[config.mk]
export PLATFORM = sky130hd
export DESIGN_NAME = hex_counter_display_flat
export DESIGN_NICKNAME = d
export VERILOG_FILES = /design/src/rtl/hex_counter_display_if.sv /design/src/rtl/hex_counter_display.sv /design/src/flat_wrapper.sv
export SDC_FILE = /design/constraint.sdc
export NUM_CORES = 1
export LEC_CHECK = 0
export BUFFER_PORTS_ARGS = -buffer_cell sky130_fd_sc_hd__buf_2
export CORE_ASPECT_RATIO = 1.5
export CORE_MARGIN = 8
export CORE_UTILIZATION = 55
export CTS_CLUSTER_DIAMETER = 80
export DETAILED_ROUTE_END_ITERATION = 12
export PLACE_DENSITY = 0.73
export RECOVER_POWER = 100
export SLEW_MARGIN = 20
export SYNTH_ARGS = -nofsm -noshare
export SYNTH_HDL_FRONTEND = slang
export SYNTH_SLANG_ARGS = --single-unit
[constraint.sdc]
create_clock -name clk -period 7.1 [get_ports clk]
set_clock_uncertainty 0.2 [all_clocks]
set_input_delay 1.065 -clock clk [delete_from_list [all_inputs] [get_ports clk]]
set_output_delay 1.065 -clock clk [all_outputs]
set_load 0.05 [all_outputs]
[src/rtl/hex_counter_display_if.sv]
// Push-button / 7-segment connector bundle for hex_counter_display.
// The master drives the buttons and clear; the slave (the counter) drives the display.
interface hex_counter_display_if #(
    parameter int NUM_DIGITS = 4
);
    logic                      btn_inc;
    logic                      btn_dec;
    logic                      clear;
    logic [4*NUM_DIGITS-1:0]   count;
    logic [7:0]                to_7_seg_n;
    logic [NUM_DIGITS-1:0]     to_7_seg_sel_n;

    modport master (
        output btn_inc, btn_dec, clear,
        input  count, to_7_seg_n, to_7_seg_sel_n
    );

    modport slave (
        input  btn_inc, btn_dec, clear,
        output count, to_7_seg_n, to_7_seg_sel_n
    );
endinterface

[src/rtl/hex_counter_display.sv]
// Debounced up/down hex counter with a time-multiplexed common-anode 7-segment scan.
// Button path: 2-flop synchroniser -> stability-window debouncer -> one-cycle press pulse.
module hex_counter_display #(
    parameter int NUM_DIGITS      = 4,
    parameter int DEBOUNCE_CYCLES = 1000000,
    parameter int SCAN_CYCLES     = 100000,
    parameter bit BLANK_LEADING   = 1'b1
) (
    input logic clk,
    input logic reset,
    hex_counter_display_if.slave bus
);
    localparam int CW    = 4 * NUM_DIGITS;
    localparam int DB_W  = (DEBOUNCE_CYCLES > 1) ? $clog2(DEBOUNCE_CYCLES) : 1;
    localparam int SC_W  = (SCAN_CYCLES > 1) ? $clog2(SCAN_CYCLES) : 1;
    localparam int IDX_W = (NUM_DIGITS > 1) ? $clog2(NUM_DIGITS) : 1;

    localparam logic [DB_W-1:0]  DB_LAST  = DB_W'(DEBOUNCE_CYCLES - 1);
    localparam logic [SC_W-1:0]  SC_LAST  = SC_W'(SCAN_CYCLES - 1);
    localparam logic [IDX_W-1:0] IDX_LAST = IDX_W'(NUM_DIGITS - 1);

    // Bit 0 is the increment button, bit 1 the decrement button.
    logic [1:0]            btn_raw;
    logic [1:0]            sync1_q, sync2_q;
    logic [1:0]            level_q, level_d;
    logic [1:0]            pulse_q, pulse_d;
    logic [DB_W-1:0]       db_cnt_q [2];
    logic [DB_W-1:0]       db_cnt_d [2];
    logic [CW-1:0]         count_q, count_d;
    logic [SC_W-1:0]       scan_q, scan_d;
    logic [IDX_W-1:0]      idx_q, idx_d;
    logic [7:0]            seg_q, seg_d;
    logic [NUM_DIGITS-1:0] sel_q, sel_d;
    logic [CW-1:0]         shifted;
    logic                  blank;

    function automatic logic [7:0] encode(input logic [3:0] nib);
        logic [7:0] s;
        case (nib)
            4'h0: s = 8'hC0;  4'h1: s = 8'hF9;  4'h2: s = 8'hA4;  4'h3: s = 8'hB0;
            4'h4: s = 8'h99;  4'h5: s = 8'h92;  4'h6: s = 8'h82;  4'h7: s = 8'hF8;
            4'h8: s = 8'h80;  4'h9: s = 8'h90;  4'hA: s = 8'h88;  4'hB: s = 8'h83;
            4'hC: s = 8'hC6;  4'hD: s = 8'hA1;  4'hE: s = 8'h86;  default: s = 8'h8E;
        endcase
        return s;
    endfunction

    assign btn_raw = {bus.btn_dec, bus.btn_inc};

    always_comb begin
        // NOTE: every next-state signal gets a default first so no path leaves it unassigned (no latches).
        level_d  = level_q;
        pulse_d  = '0;
        db_cnt_d = db_cnt_q;
        for (int b = 0; b < 2; b++) begin
            if (sync2_q[b] == level_q[b]) begin
                db_cnt_d[b] = '0;
            end else if (db_cnt_q[b] == DB_LAST) begin
                level_d[b]  = sync2_q[b];
                db_cnt_d[b] = '0;
                pulse_d[b]  = sync2_q[b];   // only a rising acceptance is a press
            end else begin
                db_cnt_d[b] = db_cnt_q[b] + 1'b1;
            end
        end

        count_d = count_q;
        if (bus.clear) begin
            count_d = '0;
        end else begin
            case (pulse_q)
                2'b01:   count_d = count_q + 1'b1;
                2'b10:   count_d = count_q - 1'b1;
                default: count_d = count_q;
            endcase
        end

        scan_d = scan_q + 1'b1;
        idx_d  = idx_q;
        if (scan_q == SC_LAST) begin
            scan_d = '0;
            idx_d  = (idx_q == IDX_LAST) ? '0 : idx_q + 1'b1;
        end

        // Digit i is blank when it and every more-significant nibble are zero.
        shifted = count_q >> (4 * idx_q);
        blank   = BLANK_LEADING && (idx_q != '0) && (shifted == '0);
        seg_d   = blank ? 8'hFF : encode(shifted[3:0]);
        sel_d   = ~(NUM_DIGITS'(1) << idx_q);
    end

    // NOTE: sequential state uses non-blocking assignments so all flops sample pre-edge values.
    always_ff @(posedge clk or posedge reset) begin
        if (reset) begin
            sync1_q <= '0;
            sync2_q <= '0;
            level_q <= '0;
            pulse_q <= '0;
            // NOTE: the two-entry debounce counter array is ordinary state and is reset like any flop.
            for (int b = 0; b < 2; b++) db_cnt_q[b] <= '0;
            count_q <= '0;
            scan_q  <= '0;
            idx_q   <= '0;
            seg_q   <= 8'hFF;
            sel_q   <= '1;
        end else begin
            sync1_q <= btn_raw;
            sync2_q <= sync1_q;
            level_q <= level_d;
            pulse_q <= pulse_d;
            for (int b = 0; b < 2; b++) db_cnt_q[b] <= db_cnt_d[b];
            count_q <= count_d;
            scan_q  <= scan_d;
            idx_q   <= idx_d;
            seg_q   <= seg_d;
            sel_q   <= sel_d;
        end
    end

    assign bus.count          = count_q;
    assign bus.to_7_seg_n     = seg_q;
    assign bus.to_7_seg_sel_n = sel_q;
endmodule

[src/flat_wrapper.sv]
// flat-port wrapper written by rule: the top's interface ports become plain ports
module hex_counter_display_flat 
#(
    parameter int NUM_DIGITS      = 4,
    parameter int DEBOUNCE_CYCLES = 1000000,
    parameter int SCAN_CYCLES     = 100000,
    parameter bit BLANK_LEADING   = 1'b1
)
  (clk, reset, bus_btn_inc, bus_btn_dec, bus_clear, bus_count, bus_to_7_seg_n, bus_to_7_seg_sel_n);
  hex_counter_display_if #(.NUM_DIGITS(NUM_DIGITS)) bus_i ();
  input logic clk;
  input logic reset;
  input wire logic [$bits(bus_i.btn_inc)-1:0] bus_btn_inc;
  input wire logic [$bits(bus_i.btn_dec)-1:0] bus_btn_dec;
  input wire logic [$bits(bus_i.clear)-1:0] bus_clear;
  output wire logic [$bits(bus_i.count)-1:0] bus_count;
  output wire logic [$bits(bus_i.to_7_seg_n)-1:0] bus_to_7_seg_n;
  output wire logic [$bits(bus_i.to_7_seg_sel_n)-1:0] bus_to_7_seg_sel_n;
  assign bus_i.btn_inc = bus_btn_inc;
  assign bus_i.btn_dec = bus_btn_dec;
  assign bus_i.clear = bus_clear;
  assign bus_count = bus_i.count;
  assign bus_to_7_seg_n = bus_i.to_7_seg_n;
  assign bus_to_7_seg_sel_n = bus_i.to_7_seg_sel_n;
  hex_counter_display #(.NUM_DIGITS(NUM_DIGITS), .DEBOUNCE_CYCLES(DEBOUNCE_CYCLES), .SCAN_CYCLES(SCAN_CYCLES), .BLANK_LEADING(BLANK_LEADING)) u_core (.clk(clk), .reset(reset), .bus(bus_i));
endmodule
==> metrics.txt, run 1 <==
status=finished with violations; failing checks=capacitance limit, slew limit; H-tree depth=3; Filler cells=768; Max Cap Viol=1; All-Layer GR Usage=0.171; Crit. End Element=flip-flop; Post-CTS Hold Buffers=0; Fmax=344 MHz; total CTS buffers=9; type of origin of the critical path=flip-flop; synth warn=0; Synthesized Nets=526; GP Congestion=0.908; Multi-input gate area=2460 um2; pwr dens=193 nW/um2; initial core utilization=0.568; I/O Pins=33; final setup vio count=0; Post-CTS Setup Inserts=0; Netlist Area Pre-Place=5020 um2; clk_lat worst skew=0.34 ns; worst-margin pin slew=1.92 ns; Total Nets Final=around 550; 1st-pass router iterations=4; Relative slew margins=-0.290; routed wire length=10200 um; crit path DAT=2.95 ns; fraction of the cycle the final worst path needs=0.410; synthesized instance count=roughly 510; sequential area share after synthesis=0.472; I/O Buffers=31; Synth Register Bits=94; Initial DRC Count=252; Post-synth EDFFs=0; Peak VDD IR=between 0.1 and 0.15 mV; layout cell share with drive strength beyond 1=0.0826; Sum Neg Setup Slack=0 ns; Hold Worst Slack=0.148 ns; crit path time final=about 2.9 ns; first-pass GRT wire length=17300 um; hpwl dp=7180 um; area delta synth->final=8.90%; number of global-route vias before repair=3820; Final Worst Setup Slack=4.19 ns; Netlist cell types=64; CTS tree=done; RSZ-0062 raised after global routing=false; Final Hold Fails=0; Leakage=0.00235 uW; CTS Sinks=94; Post-route DRC=0; initial antenna violation count=0; Clk pin slew, worst setup/hold paths=around 0.060 ns; data required time of the critical path=7.14 ns; Clock Path Buffers=2; fin cells=643; Avg Inst Size Synth=9.91 um2; ys async rst share=1.00; commonest non-fill, non-tap cell in the layout=dfrtp_1; DIE HEIGHT=133 um; largest net degree at the start of global routing=50; die area=12500 um2; via/cell ratio=around 5.8; placed cell count=~630; commonest non-fill, non-tap cells in the layout=dfrtp_1, nor2_1, nand2_1, xor2_1, nand3_1; Critical Path Fanout Max=16; # resized after CTS=0; row cnt=42; via count=3749; clock root buffer=clkbuf_16; HP Class=reg2reg; Register Area=around 2400 um2; Die X=94.0 um; Routed WL per cell=15.8 um; max-slew violations=between 40 and 50; Core Region=8830 um2; Ant. Diodes=0; Routed Antenna Nets=0; Setup WS pre-CTS=about 4.4 ns; placed cell areas=5210 um2; Finished Cell Area=~5500 um2; dominant synthesized flop cell=dfrtp_1; Worst Path Class, Setup=reg2reg; GRT overflow=0
per-stage QoR:
step,utilization,total power [uW]
4_1_cts,0.625,1060
3_5_place_dp,0.590,578
5_1_grt,0.619,1090
2_1_floorplan,-,571
3_3_place_gp,0.590,577
6_report,0.619,1050
worst max-delay path, stage by stage, from the launching register on:
cell and delay, ns:
dfrtp_1 0.39, nand2b_1 0.47, inv_1 0.37, ha_1 0.45
o311a_1 0.14, o21ai_0 0.15, o211ai_1 0.14, or4_1 0.41
o311ai_1 0.08
where the power goes:
part,switching [uW],total (uW),internal (uW)
Sequential,3.62,543,540
Combinational,19.1,23.6,4.48
Clock,202,487,285
kinds of logic (layout without fill, tap and decap cells):
family	Yosys count	after routing	share of synthesized area
fa+ha+maj	15	15	0.0374
xor+xnor	64	64	0.112
simple gates	229	229	0.236
mux	13	13	0.0372
flops	94	94	0.472
compound gates	51	51	0.0706
buf+inv	39	66	0.0344
other cells	1	1	0.000748
cells in the mapped netlist, types with 3 or more instances:
cell      instances  area [um2]
nand3_1          35         175
or4_1             3        22.5
nor4_1            6        37.5
nor2b_1           3        18.8
mux2i_1           7        70.1
nor4b_1           5        43.8
mux4_2            3        67.6
buf_2             6        30.0
o21ai_0          11        55.1
dfstp_2          11         289
o211ai_1          5        37.5
o221ai_1          6        52.6
inv_1            17        63.8
nand2_1          37         139
nand4_1           7        43.8
nor2_1           69         259
a21oi_1          11        55.1
ha_1             15         188
nand2b_1          4        25.0
xnor2_1          27         236
clkbuf_1         12        45.0
nor3_1           19        95.1
and3_1           16         100
xor2_1           37         324
dfrtp_1          83        2080
and4_1            3        26.3
cell type report:
class,instances,share of cell area
repair buffers,32,0.0236
flip-flops and latches,94,0.433
clock inverters,4,0.0101
well taps,110,0.0252
clock buffers,12,0.0451
multi-input cells,373,0.450
inverters,18,0.0126
final timing paths:
kind	startpoint	end	cells after the start	slack, ns
worst max-delay path	u_core.pulse_q[0]$_DFF_PP0_	u_core.bus.count[15]$_DFFE_PP0P_	8	4.19
worst min-delay path	u_core.sync1_q[1]$_DFF_PP0_	u_core.sync2_q[1]$_DFF_PP0_	0	0.15
worst max register to register	u_core.pulse_q[0]$_DFF_PP0_	u_core.bus.count[15]$_DFFE_PP0P_	8	4.19
worst min register to register	u_core.sync1_q[1]$_DFF_PP0_	u_core.sync2_q[1]$_DFF_PP0_	0	0.15
max in group asynchronous	reset	u_core.db_cnt_q[0]$_DFF_PP0_	3	4.33
min in group asynchronous	reset	u_core.db_cnt_q[17]$_DFF_PP0_	2	1.01
routing by layer:
metal	share of wire	GRT usage	up-vias
li1	-	-	1803
met1	0.42	0.190	1834
met2	0.51	0.293	93
met3	0.049	0.0357	19
met4	0.023	0.0948	0
met5	0	0	-
state kept, by name (all words and copies together) (netlist names):
signal	cells
u_core.bus.to_7_seg_n	7
u_core.bus.to_7_seg_sel_n	4
u_core.sync2_q	2
u_core.level_q	2
u_core.db_cnt_q	40
u_core.idx_q	2
u_core.bus.count	16
u_core.scan_q	17
u_core.pulse_q	2
u_core.sync1_q	2
No activity file was read; power rests on OpenSTA's default activity.
==> run 2: changes to the inputs <==
==> constraint.sdc (replaced) <==
create_clock -name clk -period 2.7 [get_ports clk]
set_clock_uncertainty 0.2 [all_clocks]
set_input_delay 0.405 -clock clk [delete_from_list [all_inputs] [get_ports clk]]
set_output_delay 0.405 -clock clk [all_outputs]
set_load 0.05 [all_outputs]
==> run 2 against run 1 <==
The flow now finishes without violations. Register-to-register slack lost 4.0 ns. Via count grew 3.4%. Sequential share of layout area shrank 1.3 points. Power grew to 2.7 times the previous value. Utilization grew 1.8 points. Critical path depth shrank 1. Die area is the same. Flip-flop and latch count is the same. Cell count grew 2.8%. Critical path type unchanged.
==> metrics.txt, run 2 (synthesis gave the netlist of run 1 again) <==
fraction of the cycle the final worst path needs=0.923; final setup vio count=0; row cnt=42; number of global-route vias before repair=3911; Final Hold Fails=0; critical path buffer and inverter count=1; first-pass GRT wire length=roughly 19000 um; via/cell ratio=5.86; max FFs per register=40; Final Worst Setup Slack=0.209 ns; crit path time final=approximately 2.5 ns; GP Congestion=0.937; Crit. End Element=flip-flop; slowest CP cell=or4_1; RSZ-0062 raised after global routing=false; crit-path cells=buf_4 > or4_1 > a211oi_1 > o221ai_1 > xor2_1 > o21ai_0 > a21oi_1; commonest non-fill, non-tap cells in the layout=dfrtp_1, nor2_1, nand2_1, xor2_1, nand3_1; hpwl dp=7460 um; Core Region=8830 um2; Top reg by flops=u_core.db_cnt_q; crit path DAT=~2.5 ns; Fmax=about 400 MHz; Top delay family on crit path=compound AO/OA/AOI/OAI gates; Worst Path Class, Setup=reg2reg; All-Layer GR Usage=0.186; Initial DRC Count=231; 1st-pass router iterations=4; initial antenna violation count=0; Ant. Diodes=0; Hold Worst Slack=0.151 ns; Setup WS pre-CTS=0.183 ns; type of origin of the critical path=flip-flop; area delta synth->final=12.1%; I/O Pins=33; commonest non-fill, non-tap cell in the layout=dfrtp_1; HP Class=reg2reg; Max Cap Viol=0; status=finished clean; DIE HEIGHT=133 um; max-slew violations=0; layout cell share with drive strength beyond 1=0.111; Clk pin slew, worst setup/hold paths=0.07 ns; data required time of the critical path=~2.7 ns; Peak VDD IR=about 0.38 mV; H-tree depth=3; GRT overflow=0; total CTS buffers=9; largest net degree at the start of global routing=56; Relative slew margins=0.319; clock root buffer=clkbuf_16; Clock Path Buffers=2; worst-margin pin slew=slightly above 1 ns; clk_lat worst skew=0.35 ns; Post-route DRC=0; Sum Neg Setup Slack=0 ns; Routed WL per cell=between 15 and 20 um; I/O Buffers=31; Total Nets Final=between 500 and 600; CTS Sinks=94; Die X=94.0 um; initial core utilization=0.568; CTS tree=done; Largest stage delay, worst path=between 0.5 and 0.6 ns; Leakage=0.00244 uW; routed wire length=10800 um; Tot Pwr=around 2800 uW; Critical Path Fanout Max=9; via count=3876; pwr dens=between 400 and 500 nW/um2; die area=12500 um2; Routed Antenna Nets=0
## run 2: area by class of cell
type / count / area, um2
clock inverters: 6 / 70.1
fillers: 749 / 3200
flip-flops and latches: 94 / 2370
well taps: 110 / 138
clock buffers: 10 / 239
repair buffers: 50 / 254
inverters: 18 / 68.8
multi-input cells: 373 / 2490
## run 2: per-stage QoR
| step | utilization | instances | cell area (um2) |
|---|---|---|---|
| 2_1_floorplan | - | 506 | 5020 |
| 3_3_place_gp | 0.605 | 642 | 5340 |
| 3_5_place_dp | 0.605 | 642 | 5340 |
| 4_1_cts | 0.643 | 661 | 5680 |
| 5_1_grt | 0.637 | 661 | 5630 |
| 6_report | 0.637 | 661 | 5630 |
## run 2: final timing paths
kind / slack [ns] / depth (start not counted) / start / to
worst max register to register: 0.21 / 7 / u_core.bus.count[4]$_DFFE_PP0P_ / u_core.bus.count[13]$_DFFE_PP0P_
worst min-delay path: 0.15 / 0 / u_core.sync1_q[0]$_DFF_PP0_ / u_core.sync2_q[0]$_DFF_PP0_
worst min register to register: 0.15 / 0 / u_core.sync1_q[0]$_DFF_PP0_ / u_core.sync2_q[0]$_DFF_PP0_
worst max-delay path: 0.21 / 7 / u_core.bus.count[4]$_DFFE_PP0P_ / u_core.bus.count[13]$_DFFE_PP0P_
min in group asynchronous: 0.57 / 3 / reset / u_core.scan_q[4]$_DFF_PP0_
max in group asynchronous: 0.45 / 4 / reset / u_core.bus.count[12]$_DFFE_PP0P_
## run 2: what timing repair did
| action | CTS | global route |
|---|---|---|
| gates resized for setup | 0 | 2 |
| setup endpoints to repair | 0 | 7 |
| hold buffers | 3 | 0 |
| buffers inserted | 0 | 0 |
| hold endpoints to repair | 23 | 0 |
## run 2: worst reg2reg max path, stage by stage, from the launching register on
cell      delay [ns]
dfrtp_1         0.40
buf_4           0.19
or4_1           0.56
a211oi_1        0.49
o221ai_1        0.21
xor2_1          0.17
o21ai_0         0.08
a21oi_1         0.08
## run 2: routing by layer
layer	GRT usage	wire length (um)	share of wire	up-vias
met3	0.0317	547	0.051	33
met5	0	0	0	-
met1	0.213	4300	0.40	1888
met2	0.304	5460	0.51	118
li1	-	-	-	1837
met4	0.130	463	0.043	0
## run 2: report_power, final
part,leakage (uW),switching [uW],internal [uW]
logic,0.00105,52.0,15.2
registers,0.00125,9.49,1420
clock network,0.000147,559,749
==> run 3: changes to the inputs <==
--- a/config.mk
+++ b/config.mk
@@ -8,10 +8,10 @@
 export BUFFER_PORTS_ARGS = -buffer_cell sky130_fd_sc_hd__buf_2
 export CORE_ASPECT_RATIO = 1.5
 export CORE_MARGIN = 8
-export CORE_UTILIZATION = 55
+export CORE_UTILIZATION = 50
 export CTS_CLUSTER_DIAMETER = 80
 export DETAILED_ROUTE_END_ITERATION = 12
-export PLACE_DENSITY = 0.73
+export PLACE_DENSITY = 0.68
 export RECOVER_POWER = 100
 export SLEW_MARGIN = 20
 export SYNTH_ARGS = -nofsm -noshare
==> run 3 against run 2 <==
The flow now finishes with violations (capacitance limit, slew limit). Routed wire length increased by 0.33%. Clock power increased by 3%. Fmax fell by 1.0%. Global-route usage down 1.8 points. Non-clock buffer count fell by 1. Count of clock-buffer cells in the layout unchanged. Sequential power hardly changed. Cell area decreased by 0.11%. Critical endpoint is now u_core.bus.to_7_seg_n[1]$_DFF_PP1_.
==> metrics.txt, run 3 (synthesis gave the netlist of run 1 again) <==
fin cells=667; failing checks=capacitance limit, slew limit; r2r setup slk=between 0.15 and 0.2 ns; Leakage=0.00244 uW; via/cell ratio=5.73; Relative slew margins=-0.337; Core Region=roughly 10000 um2; CTS tree=done; clock root buffer=clkbuf_16; number of global-route vias before repair=~4k; worst-margin pin slew=roughly 2 ns; Post-route DRC=0; switching power total=604 uW; sequential share of power=0.502; Sum Neg Setup Slack=0 ns; clk_lat worst skew=0.35 ns; Finished Cell Area=5620 um2; Worst Path Class, Setup=reg2reg; I/O Pins=33; Clk network pwr share=0.476; Clk pin slew, worst setup/hold paths=0.07 ns; Top reg by flops=u_core.db_cnt_q; Net Sw Frac=0.212; first-pass GRT wire length=18600 um; CTS Sinks=94; type of origin of the critical path=flip-flop; max-slew violations=95; status=finished with violations; Ant. Diodes=0; Routed WL per cell=16.2 um; 1st-pass router iterations=4; placed cell areas=5350 um2; fraction of the cycle the final worst path needs=0.932; Crit. End Element=flip-flop; area delta synth->final=12.0%; data required time of the critical path=2.76 ns; Max Cap Viol=1; Die X=approximately 100 um; initial core utilization=0.503; H-tree depth=3; die area=between 10000 and 15000 um2; GRT overflow=0; Int Power=2240 uW; GP Congestion=0.899; Fmax=397 MHz; utilization after layout=0.564; Hold Crit Depth=0; pwr dens=507 nW/um2; Clock Path Buffers=2; largest net degree at the start of global routing=95; hold path start=u_core.sync1_q[0]$_DFF_PP0_; routed wire length=10800 um; HP Class=reg2reg; final setup vio count=0; hpwl dp=7620 um; Final Hold Fails=0; total CTS buffers=9; Reg2Reg Depth=6; sink of the worst hold path=u_core.sync2_q[0]$_DFF_PP0_; I/O Buffers=31; Peak VDD IR=0.365 mV; row cnt=45; initial antenna violation count=0; Critical Path Fanout Max=9; Hold Worst Slack=~0.15 ns; worst r2r dst=u_core.bus.to_7_seg_n[1]$_DFF_PP1_; crit path DAT=2.58 ns; Initial DRC Count=248; via count=3819; layout cell share with drive strength beyond 1=0.102; RSZ-0062 raised after global routing=false; combinational power share=0.022; DIE HEIGHT=139 um; placed cell count=649; commonest non-fill, non-tap cell in the layout=dfrtp_1; max FFs per register=40; All-Layer GR Usage=0.168; Total Nets Final=565; commonest non-fill, non-tap cells in the layout=dfrtp_1, nor2_1, nand2_1, xor2_1, nand3_1; Routed Antenna Nets=0; Worst R2R Start=u_core.bus.count[8]$_DFFE_PP0P_; crit path time final=2.52 ns
-- run 3: changes by cell type in the layout (fill, tap and decap cells not counted), sizes merged --
cell         change
bufinv           +1
dlygate4sd3      -1
clkinvlp         -1
-- run 3: how the worst max path moves through the flow --
stage / from / to / slack (ns)
2_1_floorplan: u_core.bus.count[0]$_DFFE_PP0P_ / u_core.bus.to_7_seg_n[1]$_DFF_PP1_ / 0.05
3_3_place_gp: u_core.bus.count[8]$_DFFE_PP0P_ / u_core.bus.to_7_seg_n[3]$_DFF_PP1_ / 0.28
3_5_place_dp: u_core.bus.count[8]$_DFFE_PP0P_ / u_core.bus.to_7_seg_n[1]$_DFF_PP1_ / 0.14
6_report: u_core.bus.count[8]$_DFFE_PP0P_ / u_core.bus.to_7_seg_n[1]$_DFF_PP1_ / 0.18
4_1_cts: u_core.bus.count[8]$_DFFE_PP0P_ / u_core.bus.to_7_seg_n[1]$_DFF_PP1_ / 0.11
5_1_grt: reset / u_core.db_cnt_q[38]$_DFF_PP0_ / 0.03
-- run 3: metrics by stage --
stage               worst slack [ns]  total power, uW
global route                  0.0270             2930
detailed placement             0.138             1520
floorplan                     0.0492             1500
CTS                            0.107             2870
global placement               0.283             1520
finish                         0.184             2850
-- run 3: power groups by stage --
stage / logic (uW) / clock network, uW / registers [uW]
after floorplan: 48.8 / 0 / 1450
after global placement: 66.6 / 0 / 1450
after detailed placement: 67.9 / 0 / 1450
after CTS: 70.5 / 1370 / 1430
after global routing: 75.8 / 1430 / 1430
final: 64.0 / 1350 / 1430
-- run 3: critical path, stage by stage (launching register included) --
cell	delay (ns)
dfrtp_1	0.47
mux4_1	0.62
inv_1	0.17
ha_1	0.23
nor4b_1	0.33
o221ai_2	0.26
o211ai_1	0.16
-- run 3: metal layers --
metal / GRT usage / wire length [um]
met1: 0.181 / 4320
met3: 0.0437 / 491
met2: 0.299 / 5730
met4: 0.0743 / 263
met5: 0 / 0
-- run 3: area by class of cell --
type / count / area, um2
clock buffer: 10 / 229
inverter: 18 / 71.3
fill: 869 / 4350
tap: 117 / 146
clock inverter: 6 / 86.3
timing repair buffer: 49 / 239
multi-input combinational: 373 / 2480
sequential: 94 / 2370
-- run 3: timing repair --
item                       in CTS  in global routing
hold endpoints to repair        2                  0
hold buffers                    2                  0
setup endpoints to repair       0                  7
setup buffers                   0                  0
gates resized for setup         0                  1
